**src/rtl/pipeline_hazard_sequencer_if.sv**
```systemverilog
// Hazard sequencer connection bundle: Decode/Execute hazard inputs and the
// stall/flush/redirect controls plus performance counters going back to the core.
interface pipeline_hazard_sequencer_if #(
    parameter int REG_AW = 3,
    parameter int CNT_W  = 16
);
    logic [REG_AW-1:0] rs1_d;
    logic [REG_AW-1:0] rs2_d;
    logic [REG_AW-1:0] rd_e;
    logic              mem_read_e;
    logic              branch_d;
    logic              for_d;
    logic              jump_d;
    logic              br_resolved_e;
    logic              br_taken_e;
    logic              stall_f;
    logic              stall_d;
    logic              flush_d;
    logic              flush_e;
    logic              pc_redirect;
    logic              busy;
    logic              err_timeout;
    logic [CNT_W-1:0]  stall_cnt;
    logic [CNT_W-1:0]  flush_cnt;

    modport master (
        output rs1_d, rs2_d, rd_e, mem_read_e, branch_d, for_d, jump_d,
               br_resolved_e, br_taken_e,
        input  stall_f, stall_d, flush_d, flush_e, pc_redirect, busy,
               err_timeout, stall_cnt, flush_cnt
    );

    modport slave (
        input  rs1_d, rs2_d, rd_e, mem_read_e, branch_d, for_d, jump_d,
               br_resolved_e, br_taken_e,
        output stall_f, stall_d, flush_d, flush_e, pc_redirect, busy,
               err_timeout, stall_cnt, flush_cnt
    );
endinterface

```
**src/rtl/pipeline_hazard_sequencer.sv**
```systemverilog
// Load-use stall and branch/loop resolution sequencer for the 5-stage core,
// with Mealy stall/flush controls and saturating performance counters.
module pipeline_hazard_sequencer #(
    parameter int REG_AW   = 3,
    parameter int LOAD_LAT = 1,
    parameter int MAX_WAIT = 4,
    parameter int CNT_W    = 16
) (
    input  logic                       clk,
    input  logic                       rst_n,
    pipeline_hazard_sequencer_if.slave hz
);
    localparam int LD_W = (LOAD_LAT > 1) ? $clog2(LOAD_LAT + 1) : 1;
    localparam int WT_W = $clog2(MAX_WAIT + 1);

    typedef enum logic [1:0] {RUN, LD_STALL, BR_WAIT} state_t;

    state_t            state_reg, state_next;
    logic [LD_W-1:0]   ld_cnt_reg, ld_cnt_next;
    logic [WT_W-1:0]   wait_cnt_reg, wait_cnt_next;
    logic              err_reg, err_next;
    logic [CNT_W-1:0]  stall_cnt_reg, stall_cnt_next;
    logic [CNT_W-1:0]  flush_cnt_reg, flush_cnt_next;
    logic              lu;
    logic              sf, sd, fd, fe, pr;
    logic              sf_g, sd_g, fd_g, fe_g, pr_g;

    // r0 is hard-wired zero, so a load targeting it never creates a dependency
    assign lu = hz.mem_read_e && (hz.rd_e != '0) &&
                ((hz.rd_e == hz.rs1_d) || (hz.rd_e == hz.rs2_d));

    always_ff @(posedge clk or negedge rst_n) begin
        if (!rst_n) begin
            state_reg     <= RUN;
            ld_cnt_reg    <= '0;
            wait_cnt_reg  <= '0;
            err_reg       <= 1'b0;
            stall_cnt_reg <= '0;
            flush_cnt_reg <= '0;
        end else begin
            state_reg     <= state_next;
            ld_cnt_reg    <= ld_cnt_next;
            wait_cnt_reg  <= wait_cnt_next;
            err_reg       <= err_next;
            stall_cnt_reg <= stall_cnt_next;
            flush_cnt_reg <= flush_cnt_next;
        end
    end

    always_comb begin
        state_next    = state_reg;
        ld_cnt_next   = ld_cnt_reg;
        wait_cnt_next = wait_cnt_reg;
        err_next      = err_reg;
        sf            = 1'b0;
        sd            = 1'b0;
        fd            = 1'b0;
        fe            = 1'b0;
        pr            = 1'b0;
        case (state_reg)
            RUN: begin
                if (lu) begin
                    sf = 1'b1;
                    sd = 1'b1;
                    fe = 1'b1;
                    if (LOAD_LAT > 1) begin
                        state_next  = LD_STALL;
                        ld_cnt_next = LD_W'(LOAD_LAT - 1);
                    end
                end else if (hz.branch_d || hz.for_d) begin
                    sf            = 1'b1;
                    fd            = 1'b1;
                    state_next    = BR_WAIT;
                    wait_cnt_next = '0;
                end else if (hz.jump_d) begin
                    pr = 1'b1;
                    fd = 1'b1;
                end
            end
            LD_STALL: begin
                sf          = 1'b1;
                sd          = 1'b1;
                fe          = 1'b1;
                ld_cnt_next = ld_cnt_reg - LD_W'(1);
                if (ld_cnt_reg == LD_W'(1)) begin
                    state_next = RUN;
                end
            end
            BR_WAIT: begin
                if (hz.br_resolved_e) begin
                    pr         = hz.br_taken_e;
                    state_next = RUN;
                end else begin
                    sf = 1'b1;
                    fd = 1'b1;
                    // this is the MAX_WAIT-th unresolved cycle: give up and flag it
                    if (wait_cnt_reg == WT_W'(MAX_WAIT - 1)) begin
                        err_next   = 1'b1;
                        state_next = RUN;
                    end else begin
                        wait_cnt_next = wait_cnt_reg + WT_W'(1);
                    end
                end
            end
            default: state_next = RUN;
        endcase
    end

    // Outputs are forced low while reset is asserted, even though they are Mealy
    assign sf_g = rst_n & sf;
    assign sd_g = rst_n & sd;
    assign fd_g = rst_n & fd;
    assign fe_g = rst_n & fe;
    assign pr_g = rst_n & pr;

    always_comb begin
        stall_cnt_next = stall_cnt_reg;
        flush_cnt_next = flush_cnt_reg;
        if (sf_g && (stall_cnt_reg != '1)) begin
            stall_cnt_next = stall_cnt_reg + CNT_W'(1);
        end
        if ((fd_g || fe_g) && (flush_cnt_reg != '1)) begin
            flush_cnt_next = flush_cnt_reg + CNT_W'(1);
        end
    end

    assign hz.stall_f     = sf_g;
    assign hz.stall_d     = sd_g;
    assign hz.flush_d     = fd_g;
    assign hz.flush_e     = fe_g;
    assign hz.pc_redirect = pr_g;
    assign hz.busy        = rst_n & (state_reg != RUN);
    assign hz.err_timeout = rst_n & err_reg;
    assign hz.stall_cnt   = stall_cnt_reg;
    assign hz.flush_cnt   = flush_cnt_reg;
endmodule

```
**src/flat_wrapper.sv**
```systemverilog
// flat-port wrapper written by rule: the top's interface ports become plain ports
module pipeline_hazard_sequencer_flat 
#(
    parameter int REG_AW   = 3,
    parameter int LOAD_LAT = 1,
    parameter int MAX_WAIT = 4,
    parameter int CNT_W    = 16
)
  (clk, rst_n, hz_rs1_d, hz_rs2_d, hz_rd_e, hz_mem_read_e, hz_branch_d, hz_for_d, hz_jump_d, hz_br_resolved_e, hz_br_taken_e, hz_stall_f, hz_stall_d, hz_flush_d, hz_flush_e, hz_pc_redirect, hz_busy, hz_err_timeout, hz_stall_cnt, hz_flush_cnt);
  pipeline_hazard_sequencer_if #(.REG_AW(REG_AW), .CNT_W(CNT_W)) hz_i ();
  input  logic clk;
  input  logic rst_n;
  input wire logic [$bits(hz_i.rs1_d)-1:0] hz_rs1_d;
  input wire logic [$bits(hz_i.rs2_d)-1:0] hz_rs2_d;
  input wire logic [$bits(hz_i.rd_e)-1:0] hz_rd_e;
  input wire logic [$bits(hz_i.mem_read_e)-1:0] hz_mem_read_e;
  input wire logic [$bits(hz_i.branch_d)-1:0] hz_branch_d;
  input wire logic [$bits(hz_i.for_d)-1:0] hz_for_d;
  input wire logic [$bits(hz_i.jump_d)-1:0] hz_jump_d;
  input wire logic [$bits(hz_i.br_resolved_e)-1:0] hz_br_resolved_e;
  input wire logic [$bits(hz_i.br_taken_e)-1:0] hz_br_taken_e;
  output wire logic [$bits(hz_i.stall_f)-1:0] hz_stall_f;
  output wire logic [$bits(hz_i.stall_d)-1:0] hz_stall_d;
  output wire logic [$bits(hz_i.flush_d)-1:0] hz_flush_d;
  output wire logic [$bits(hz_i.flush_e)-1:0] hz_flush_e;
  output wire logic [$bits(hz_i.pc_redirect)-1:0] hz_pc_redirect;
  output wire logic [$bits(hz_i.busy)-1:0] hz_busy;
  output wire logic [$bits(hz_i.err_timeout)-1:0] hz_err_timeout;
  output wire logic [$bits(hz_i.stall_cnt)-1:0] hz_stall_cnt;
  output wire logic [$bits(hz_i.flush_cnt)-1:0] hz_flush_cnt;
  assign hz_i.rs1_d = hz_rs1_d;
  assign hz_i.rs2_d = hz_rs2_d;
  assign hz_i.rd_e = hz_rd_e;
  assign hz_i.mem_read_e = hz_mem_read_e;
  assign hz_i.branch_d = hz_branch_d;
  assign hz_i.for_d = hz_for_d;
  assign hz_i.jump_d = hz_jump_d;
  assign hz_i.br_resolved_e = hz_br_resolved_e;
  assign hz_i.br_taken_e = hz_br_taken_e;
  assign hz_stall_f = hz_i.stall_f;
  assign hz_stall_d = hz_i.stall_d;
  assign hz_flush_d = hz_i.flush_d;
  assign hz_flush_e = hz_i.flush_e;
  assign hz_pc_redirect = hz_i.pc_redirect;
  assign hz_busy = hz_i.busy;
  assign hz_err_timeout = hz_i.err_timeout;
  assign hz_stall_cnt = hz_i.stall_cnt;
  assign hz_flush_cnt = hz_i.flush_cnt;
  pipeline_hazard_sequencer #(.REG_AW(REG_AW), .LOAD_LAT(LOAD_LAT), .MAX_WAIT(MAX_WAIT), .CNT_W(CNT_W)) u_core (.clk(clk), .rst_n(rst_n), .hz(hz_i));
endmodule
```
**config.mk**
```make
export PLATFORM = sky130hd
export DESIGN_NAME = pipeline_hazard_sequencer_flat
export DESIGN_NICKNAME = d
export VERILOG_FILES = /design/src/rtl/pipeline_hazard_sequencer_if.sv /design/src/rtl/pipeline_hazard_sequencer.sv /design/src/flat_wrapper.sv
export SDC_FILE = /design/constraint.sdc
export NUM_CORES = 1
export LEC_CHECK = 0
export ABC_AREA = 0
export CAP_MARGIN = 5
export CORE_MARGIN = 4
export CORE_UTILIZATION = 43
export DETAILED_ROUTE_END_ITERATION = 10
export PLACE_DENSITY = 0.77
export SLEW_MARGIN = 15
export SYNTH_ARGS = -nofsm -noshare
export SYNTH_HDL_FRONTEND = slang
export SYNTH_SLANG_ARGS = --single-unit
```
**constraint.sdc**
```tcl
create_clock -name clk -period 1.85 [get_ports clk]
set_input_delay 0.37 -clock clk [delete_from_list [all_inputs] [get_ports clk]]
set_output_delay 0.37 -clock clk [all_outputs]
set_load 0.005 [all_outputs]
```
==> flow_summary_export.csv, run 1 <==
group,metric,value,unit
outcome,outcome,"finished, violations left",
floorplan,fp.dieArea,5678,sq um
synthesis,yosys.area.top_type_share,0.4747,
global_routing,gr-usage-all-layers,0.1936,
worst_hold_path,hold_class,"primary input to asynchronous set/reset pin",
clock_tree,cts-root-buf,"sky130_fd_sc_hd__clkbuf_8",
placement,placed_area,2823,sq um
timing,drv_slew,0,
job,max_cap_violations,0,
routing,first_pass_iters,4,
timing,hold_viol,0,
timing,finClkSkew,7.339,ps
global_routing,gr_overflow_total,0,
routing,drc,0,
placement,cell_count_post_placement,322,
pwr,leakage,0.001444,uW
synthesis,dominant_cell_by_count_in_the_synthesized_netlist,"sky130_fd_sc_hd__dfrtp_1",
synthesis,postSynthNetCount,204,
final_layout,finalNetCount,308,
timing,finalWorstPathRequiredPeriod,1903,ps
clock_tree,clockBufferDepth,2,
synthesis,synthesis.area,1951,sq um
timing,rsz_0062_raised_after_global_routing,"yes",
clock_tree,htree_depth,2,
routing,num_vias,1794,
floorplan,die_height,75.35,microns
setup_path,r2r_cells,8,
setup_path,r2r_slack,80,ps
routing,drt_wl_total,5112,microns
outcome,violated_checks,"negative setup slack",
placement,place.detailed.hpwl,3710,microns
setup_path,worst_setup_path_start_kind,"primary input",
final_layout,stdcell_area,3151,sq um
routing,detail_route.vias_per_cell,5.276,
setup_path,timing.critical_path.arrival,1530,ps
floorplan,initial_utilization,0.4449,
clock_tree,worstSkewPairLatency,290,ps
synthesis,postSynthCellCount,183,
setup_path,cp_startpoint,"hz_rs1_d[0]",
final_layout,layoutNonFillerInstCount,340,
floorplan,die_width,75.35,microns
final_layout,syn_to_final_growth,61.51,%
floorplan,coreArea,4384,sq um
global_routing,maximum_number_of_pins_on_one_net_before_global_route_repair,21,
clock_tree,cts_made_buffers,5,
timing,max_freq,0.5254,GHz
clock_tree,cts_tree,"yes",
synthesis,yosysUniqueCellTypes,35,
clock_tree,clk_pin_slew,70,ps
global_routing,grt_pass1_wl,8418,microns
synthesis,synth.avg_cell_area,10.66,sq um
pwr,cellPowerDensity,1036,nW/um^2
synthesis,post_synth_most_frequent_cells,"37 x sky130_fd_sc_hd__dfrtp_1, 25 x sky130_fd_sc_hd__xnor2_1, 15 x sky130_fd_sc_hd__nand4_1",
setup_path,regToRegStartpoint,"u_core.hz.stall_cnt[0]",
synthesis,ys_ff_latch,37,
routing,drt-wirelength-per-cell,15.04,microns
floorplan,row_count,24,
global_routing,antenna_found_initial,0,
final_layout,antennaDiodeCount,0,
synthesis,async_flop_share,1.000,
setup_path,endpoint,"hz_stall_f",
synthesis,ys_warn_count,0,
synthesis,largest_area_contributor_in_the_netlist,"sky130_fd_sc_hd__dfrtp_1",
synthesis,yosys_most_used_dff,"sky130_fd_sc_hd__dfrtp_1",
setup_path,timing.rr.end,"u_core.hz.stall_cnt[0]",
pwr,p_total,3264,uW
clock_tree,clock_sink_count,37,
routing,detailedRoute.firstIterationViolations,73,
timing,relSlewSlack,0.7735,
placement,port_buffers,55,
setup_path,setup.worst_path.end_class,"output pin",
setup_path,worstPathMaxFanout,3,
setup_path,crit_type,"primary input to output pin",
synthesis,synth_sequential_area_ratio,0.4747,
timing,timing.final.crit_share,1.029,
timing,setup-violations-final,4,
global_routing,grt_pass1_vias,1873,
synthesis,synth_top_cells_by_area,"sky130_fd_sc_hd__dfrtp_1 47%, sky130_fd_sc_hd__xnor2_1 11%, sky130_fd_sc_hd__nand4_1 4.8%, sky130_fd_sc_hd__nand3_1 3.6%, sky130_fd_sc_hd__xor2_1 3.6%",
final_layout,post_route_cells_drive_above_1_share,0.3438,
timing,worst-slew-pin-transition,337.1,ps
floorplan,num_io_pins,56,
clock_tree,post_cts_hold_buffer_count,0,
setup_path,timing.critical_path.required,1480,ps
synthesis,synth_edf_count,0,
routing,drtAntennaViolNets,0,
placement,routability_cong,0.7938,
timing,fin_ws,-53.20,ps
pwr,ir_drop,0.7089,mV
-- worst min path at each step --
stage           from                 endpoint  depth (start not counted)
2_1_floorplan  rst_n           u_core.err_reg                          0
3_3_place_gp   rst_n  u_core.hz.flush_cnt[15]                          2
3_5_place_dp   rst_n  u_core.hz.flush_cnt[15]                          2
4_1_cts        rst_n  u_core.hz.flush_cnt[14]                          2
5_1_grt        rst_n  u_core.hz.flush_cnt[15]                          2
6_report       rst_n   u_core.hz.flush_cnt[1]                          2
-- cells by family after synthesis --
logic type                 after synthesis  share of synthesized area
buffers and inverters                   10                    0.02117
and+or+nand+nor                         75                     0.2117
xor gates and xnor gates                33                     0.1482
AOI/OAI and AO/OA                       20                    0.09558
muxes                                    4                    0.02309
adders and majority gates                4                    0.02566
DFF                                     37                     0.4747
-- report_power, final --
group	leakage, uW	internal [uW]	switching (uW)	total (uW)
Combinational	0.000899	808	603	1410
Sequential	0.000486	995	132	1130
Clock	0.0000585	440	286	725
Total	0.00144	2240	1020	3260
-- cells in the final DEF, fill, tap and decap left out, types with 2 or more instances in the layout --
cell,synthesis,layout
sky130_fd_sc_hd__buf_6,0,9
sky130_fd_sc_hd__clkdlybuf4s15_1,0,2
sky130_fd_sc_hd__nor3_2,3,3
sky130_fd_sc_hd__buf_2,0,7
sky130_fd_sc_hd__and2_1,5,5
sky130_fd_sc_hd__ha_1,4,3
sky130_fd_sc_hd__and4_1,3,2
sky130_fd_sc_hd__mux2_2,3,3
sky130_fd_sc_hd__nor3_1,3,2
sky130_fd_sc_hd__o21ai_0,3,3
sky130_fd_sc_hd__nor2_1,8,7
sky130_fd_sc_hd__inv_1,7,6
sky130_fd_sc_hd__clkdlybuf4s50_1,0,38
sky130_fd_sc_hd__clkbuf_2,0,3
sky130_fd_sc_hd__nand3_2,0,3
sky130_fd_sc_hd__a21oi_1,4,3
sky130_fd_sc_hd__xor2_1,8,3
sky130_fd_sc_hd__buf_12,0,2
sky130_fd_sc_hd__nand3_1,14,11
sky130_fd_sc_hd__clkbuf_8,0,6
sky130_fd_sc_hd__buf_4,1,37
sky130_fd_sc_hd__xor2_2,0,5
sky130_fd_sc_hd__and3_1,6,5
sky130_fd_sc_hd__dfrtp_1,37,37
sky130_fd_sc_hd__nand2_1,14,12
sky130_fd_sc_hd__xnor2_1,25,24
sky130_fd_sc_hd__nand4_1,15,15
-- through the flow --
step | utilization | worst slack [ps] | setup TNS, ps | hold slack (ps)
detailed placement | 0.6438 | -782.6 | -18710 | 371.9
global placement | 0.6438 | -713.2 | -16240 | 375.0
CTS | 0.6886 | -3.131 | -3.131 | 65.18
floorplan | - | 24.91 | 0 | 74.41
global route | 0.7186 | -116.8 | -899.0 | 98.49
finish | 0.7186 | -53.20 | -79.22 | 94.62
-- metal layers --
metal / up-vias / part of all wire / global-route usage
li1: 852 / - / -
met1: 899 / 0.44 / 0.2401
met2: 41 / 0.52 / 0.3432
met3: 2 / 0.038 / 0.04090
met4: 0 / 0.0020 / 0.04854
met5: - / 0 / 0
-- worst max-delay path, cell delays in order --
cell and delay, ps:
sky130_fd_sc_hd__buf_2 120, sky130_fd_sc_hd__xor2_2 180, sky130_fd_sc_hd__nor3_2 230, sky130_fd_sc_hd__o21ai_2 100, sky130_fd_sc_hd__buf_6 130, sky130_fd_sc_hd__buf_12 120, sky130_fd_sc_hd__a21oi_4 150, sky130_fd_sc_hd__buf_2 140
-- cell type report --
cell class	count	area, sq um
Inverter	7	26.28
Multi-Input combinational cell	136	1126
Fill cell	322	1234
Timing Repair Buffer	100	890.9
Clock inverter	1	30.03
Sequential cell	37	925.9
Clock buffer	7	86.33
Tap cell	52	65.06
-- repair_timing --
item,4_1_cts,5_1_grt
buffers inserted,7,5
endpoints found under the setup margin,38,25
resized for setup,57,32
pin swaps,12,21
Power figures use the tool's default switching activity.
==> inputs of run 2 (changes only) <==
--- a/config.mk
+++ b/config.mk
@@ -9,6 +9,7 @@
 export CAP_MARGIN = 5
 export CORE_MARGIN = 4
 export CORE_UTILIZATION = 43
+export CTS_CLUSTER_SIZE = 8
 export DETAILED_ROUTE_END_ITERATION = 10
 export PLACE_DENSITY = 0.77
 export SLEW_MARGIN = 15
==> constraint.sdc (replaced) <==
create_clock -name clk -period 1.5 [get_ports clk]
set_input_delay 0.3 -clock clk [delete_from_list [all_inputs] [get_ports clk]]
set_output_delay 0.3 -clock clk [all_outputs]
set_load 0.005 [all_outputs]
==> run 2 against run 1 <==
Compared with the run above: the flow still finishes with violations (negative setup slack); sequential power up 25%; first-iteration DRC count up 60%; via count up 16%; sequential share of layout area down 4.7 points; register-to-register slack worse by 360 ps; clock-buffer cell count unchanged; non-clock buffer count up 46; critical path type is now flop to flop; critical endpoint is now u_core.hz.stall_cnt[7]; largest cell class unchanged.
==> flow_summary_export.csv, run 2 (same netlist as run 1, synthesis figures left out) <==
group,metric,value,unit
final_layout,most-common-layout-cells,"65 x sky130_fd_sc_hd__buf_4, 35 x sky130_fd_sc_hd__dfrtp_1, 31 x sky130_fd_sc_hd__dlygate4sd2_1, 30 x sky130_fd_sc_hd__buf_6, 18 x sky130_fd_sc_hd__xnor2_1",
outcome,violated_checks,"negative setup slack",
setup_path,timing.critical_path.mode_cell,"sky130_fd_sc_hd__buf_4",
timing,finClkSkew,10.23,ps
timing,worst_hold_margin,75.01,ps
setup_path,setup.worst_path.end_class,"flop",
setup_path,regToRegStartpoint,"u_core.hz.stall_cnt[1]",
timing,drv_slew,0,
timing,relSlewSlack,0.7426,
timing,timing.setup.tns,-7465,ps
final_layout,antennaDiodeCount,0,
clock_tree,clk_pin_slew,80,ps
routing,drt-wirelength-per-cell,18.88,microns
clock_tree,cts_tree,"yes",
setup_path,worst_setup_path_start_kind,"flop",
floorplan,die_width,75.35,microns
floorplan,die_height,75.35,microns
clock_tree,cts_made_buffers,5,
timing,fin_ws,-283.5,ps
global_routing,grt_pass1_wl,9763,microns
timing,hold_viol,0,
global_routing,gr_overflow_total,0,
routing,num_vias,2075,
floorplan,fp.dieArea,5678,sq um
pwr,ir_drop,1.389,mV
outcome,outcome,"finished, violations left",
timing,finalWorstPathRequiredPeriod,1784,ps
routing,drtAntennaViolNets,0,
floorplan,initial_utilization,0.4449,
clock_tree,clock_sink_count,37,
setup_path,cp_startpoint,"u_core.hz.stall_cnt[1]",
setup_path,worst_path_largest_cell_delay,440,ps
timing,setup-violations-final,39,
clock_tree,cts-root-buf,"sky130_fd_sc_hd__clkbuf_8",
timing,timing.final.crit_share,1.189,
placement,cell_count_post_placement,348,
final_layout,syn_to_final_growth,93.01,%
setup_path,timing.critical_path.arrival,1970,ps
job,max_cap_violations,0,
routing,detailedRoute.firstIterationViolations,117,
placement,place.detailed.hpwl,4051,microns
floorplan,row_count,24,
final_layout,mostFrequentLayoutCell,"sky130_fd_sc_hd__buf_4",
setup_path,timing.critical_path.required,1680,ps
pwr,leakage,0.001927,uW
timing,worst-slew-pin-transition,386.2,ps
final_layout,layoutNonFillerInstCount,385,
floorplan,num_io_pins,56,
routing,detail_route.vias_per_cell,5.390,
final_layout,fill_cells,210,
placement,routability_cong,0.7988,
global_routing,maximum_number_of_pins_on_one_net_before_global_route_repair,23,
floorplan,coreArea,4384,sq um
setup_path,crit_type,"flop to flop",
final_layout,post_route_cells_drive_above_1_share,0.5225,
setup_path,worst_path_max_delay_cell,"sky130_fd_sc_hd__dfrtp_2",
routing,drt_wl_total,7267,microns
worst_hold_path,hold_class,"primary input to asynchronous set/reset pin",
timing,max_freq,0.5607,GHz
clock_tree,htree_depth,2,
pwr,cellPowerDensity,1238,nW/um^2
final_layout,finalNetCount,354,
global_routing,gr-usage-all-layers,0.2321,
clock_tree,worstSkewPairLatency,300,ps
global_routing,grt_pass1_vias,2120,
routing,first_pass_iters,4,
clock_tree,clockBufferDepth,2,
global_routing,antenna_found_initial,0,
routing,drc,0,
placement,port_buffers,55,
setup_path,worstPathCellList,"ha_4 -> nand4_1 -> nor3_2 -> buf_4 -> a2111oi_4 -> buf_4 -> nand3_1 -> xnor2_1",
timing,rsz_0062_raised_after_global_routing,"yes",
setup_path,worstPathMaxFanout,6,
run 2: cell count changes in the layout (fill, tap and decap cells not counted), sizes merged, moves of 3 or more:
cell	delta
buf	+51
clkdlybuf4s50	-36
dlygate4sd2	+30
clkbuf	-3
dlymetal6s2s	+3
run 2: layout make-up:
| type | count | area (sq um) | share of cell area |
|---|---|---|---|
| well taps | 52 | 65.06 | 0.01728 |
| inverters | 7 | 26.28 | 0.006979 |
| multi-input cells | 136 | 1351 | 0.3589 |
| clock buffers | 7 | 86.33 | 0.02293 |
| repair buffers | 146 | 1308 | 0.3473 |
| flip-flops and latches | 37 | 928.4 | 0.2466 |
run 2: what timing repair did:
action,CTS,global route
setup buffers,21,11
pin swaps,42,25
endpoints found under the hold margin,1,0
endpoints found under the setup margin,75,46
hold buffers,1,0
resized for setup,143,41
run 2: worst paths after layout:
| check | to | cells after the start | slack, ps |
|---|---|---|---|
| min in group clk | u_core.err_reg | 1 | 470 |
| max | u_core.hz.stall_cnt[7] | 8 | -280 |
| max in group asynchronous | u_core.err_reg | 3 | 880 |
| min reg2reg | u_core.err_reg | 1 | 470 |
| max reg2reg | u_core.hz.stall_cnt[7] | 8 | -280 |
| min | u_core.state_reg[1] | 2 | 80 |
run 2: layer usage:
metal  up-vias  global-route usage  routed length (microns)
met5         -                   0                        0
met1      1034              0.2723                     2801
met3        20             0.06332                      405
met2        84              0.4065                     3843
met4         0             0.08350                      217
li1        937                   -                        -
run 2: report_power, final:
part | total (uW) | switching, uW | leakage (uW) | internal, uW
sequential | 1410 | 172 | 0.000484 | 1230
clock | 729 | 364 | 0.0000443 | 365
combinational | 2530 | 1140 | 0.00140 | 1390
run 2: worst max-delay path: cells and delay by family (launching register included):
kind / cells / cell delay [ps]
buf+inv: 2 / 340
xor+xnor: 1 / 140
flops: 1 / 440
fa+ha+maj: 1 / 180
compound gates: 1 / 260
simple gates: 3 / 310
run 2: per-stage QoR:
stage               total power [uW]  instance area (sq um)  setup WS [ps]  utilization
finish                          4660                   3765         -283.5       0.8587
global route                    4893                   3765         -340.0       0.8587
CTS                             4189                   3488         -247.2       0.7957
detailed placement              3249                   3120          -1003       0.7118
global placement                3158                   3120         -911.3       0.7118
floorplan                       2156                   2054         -224.3            -
==> inputs of run 3 (changes only) <==
--- a/config.mk
+++ b/config.mk
@@ -12,7 +12,7 @@
 export CTS_CLUSTER_SIZE = 8
 export DETAILED_ROUTE_END_ITERATION = 10
 export PLACE_DENSITY = 0.77
-export SLEW_MARGIN = 15
+export SLEW_MARGIN = 0
 export SYNTH_ARGS = -nofsm -noshare
 export SYNTH_HDL_FRONTEND = slang
 export SYNTH_SLANG_ARGS = --single-unit
==> results of run 3 <==
Final layout, timing and power as in run 2 (identical DEF).
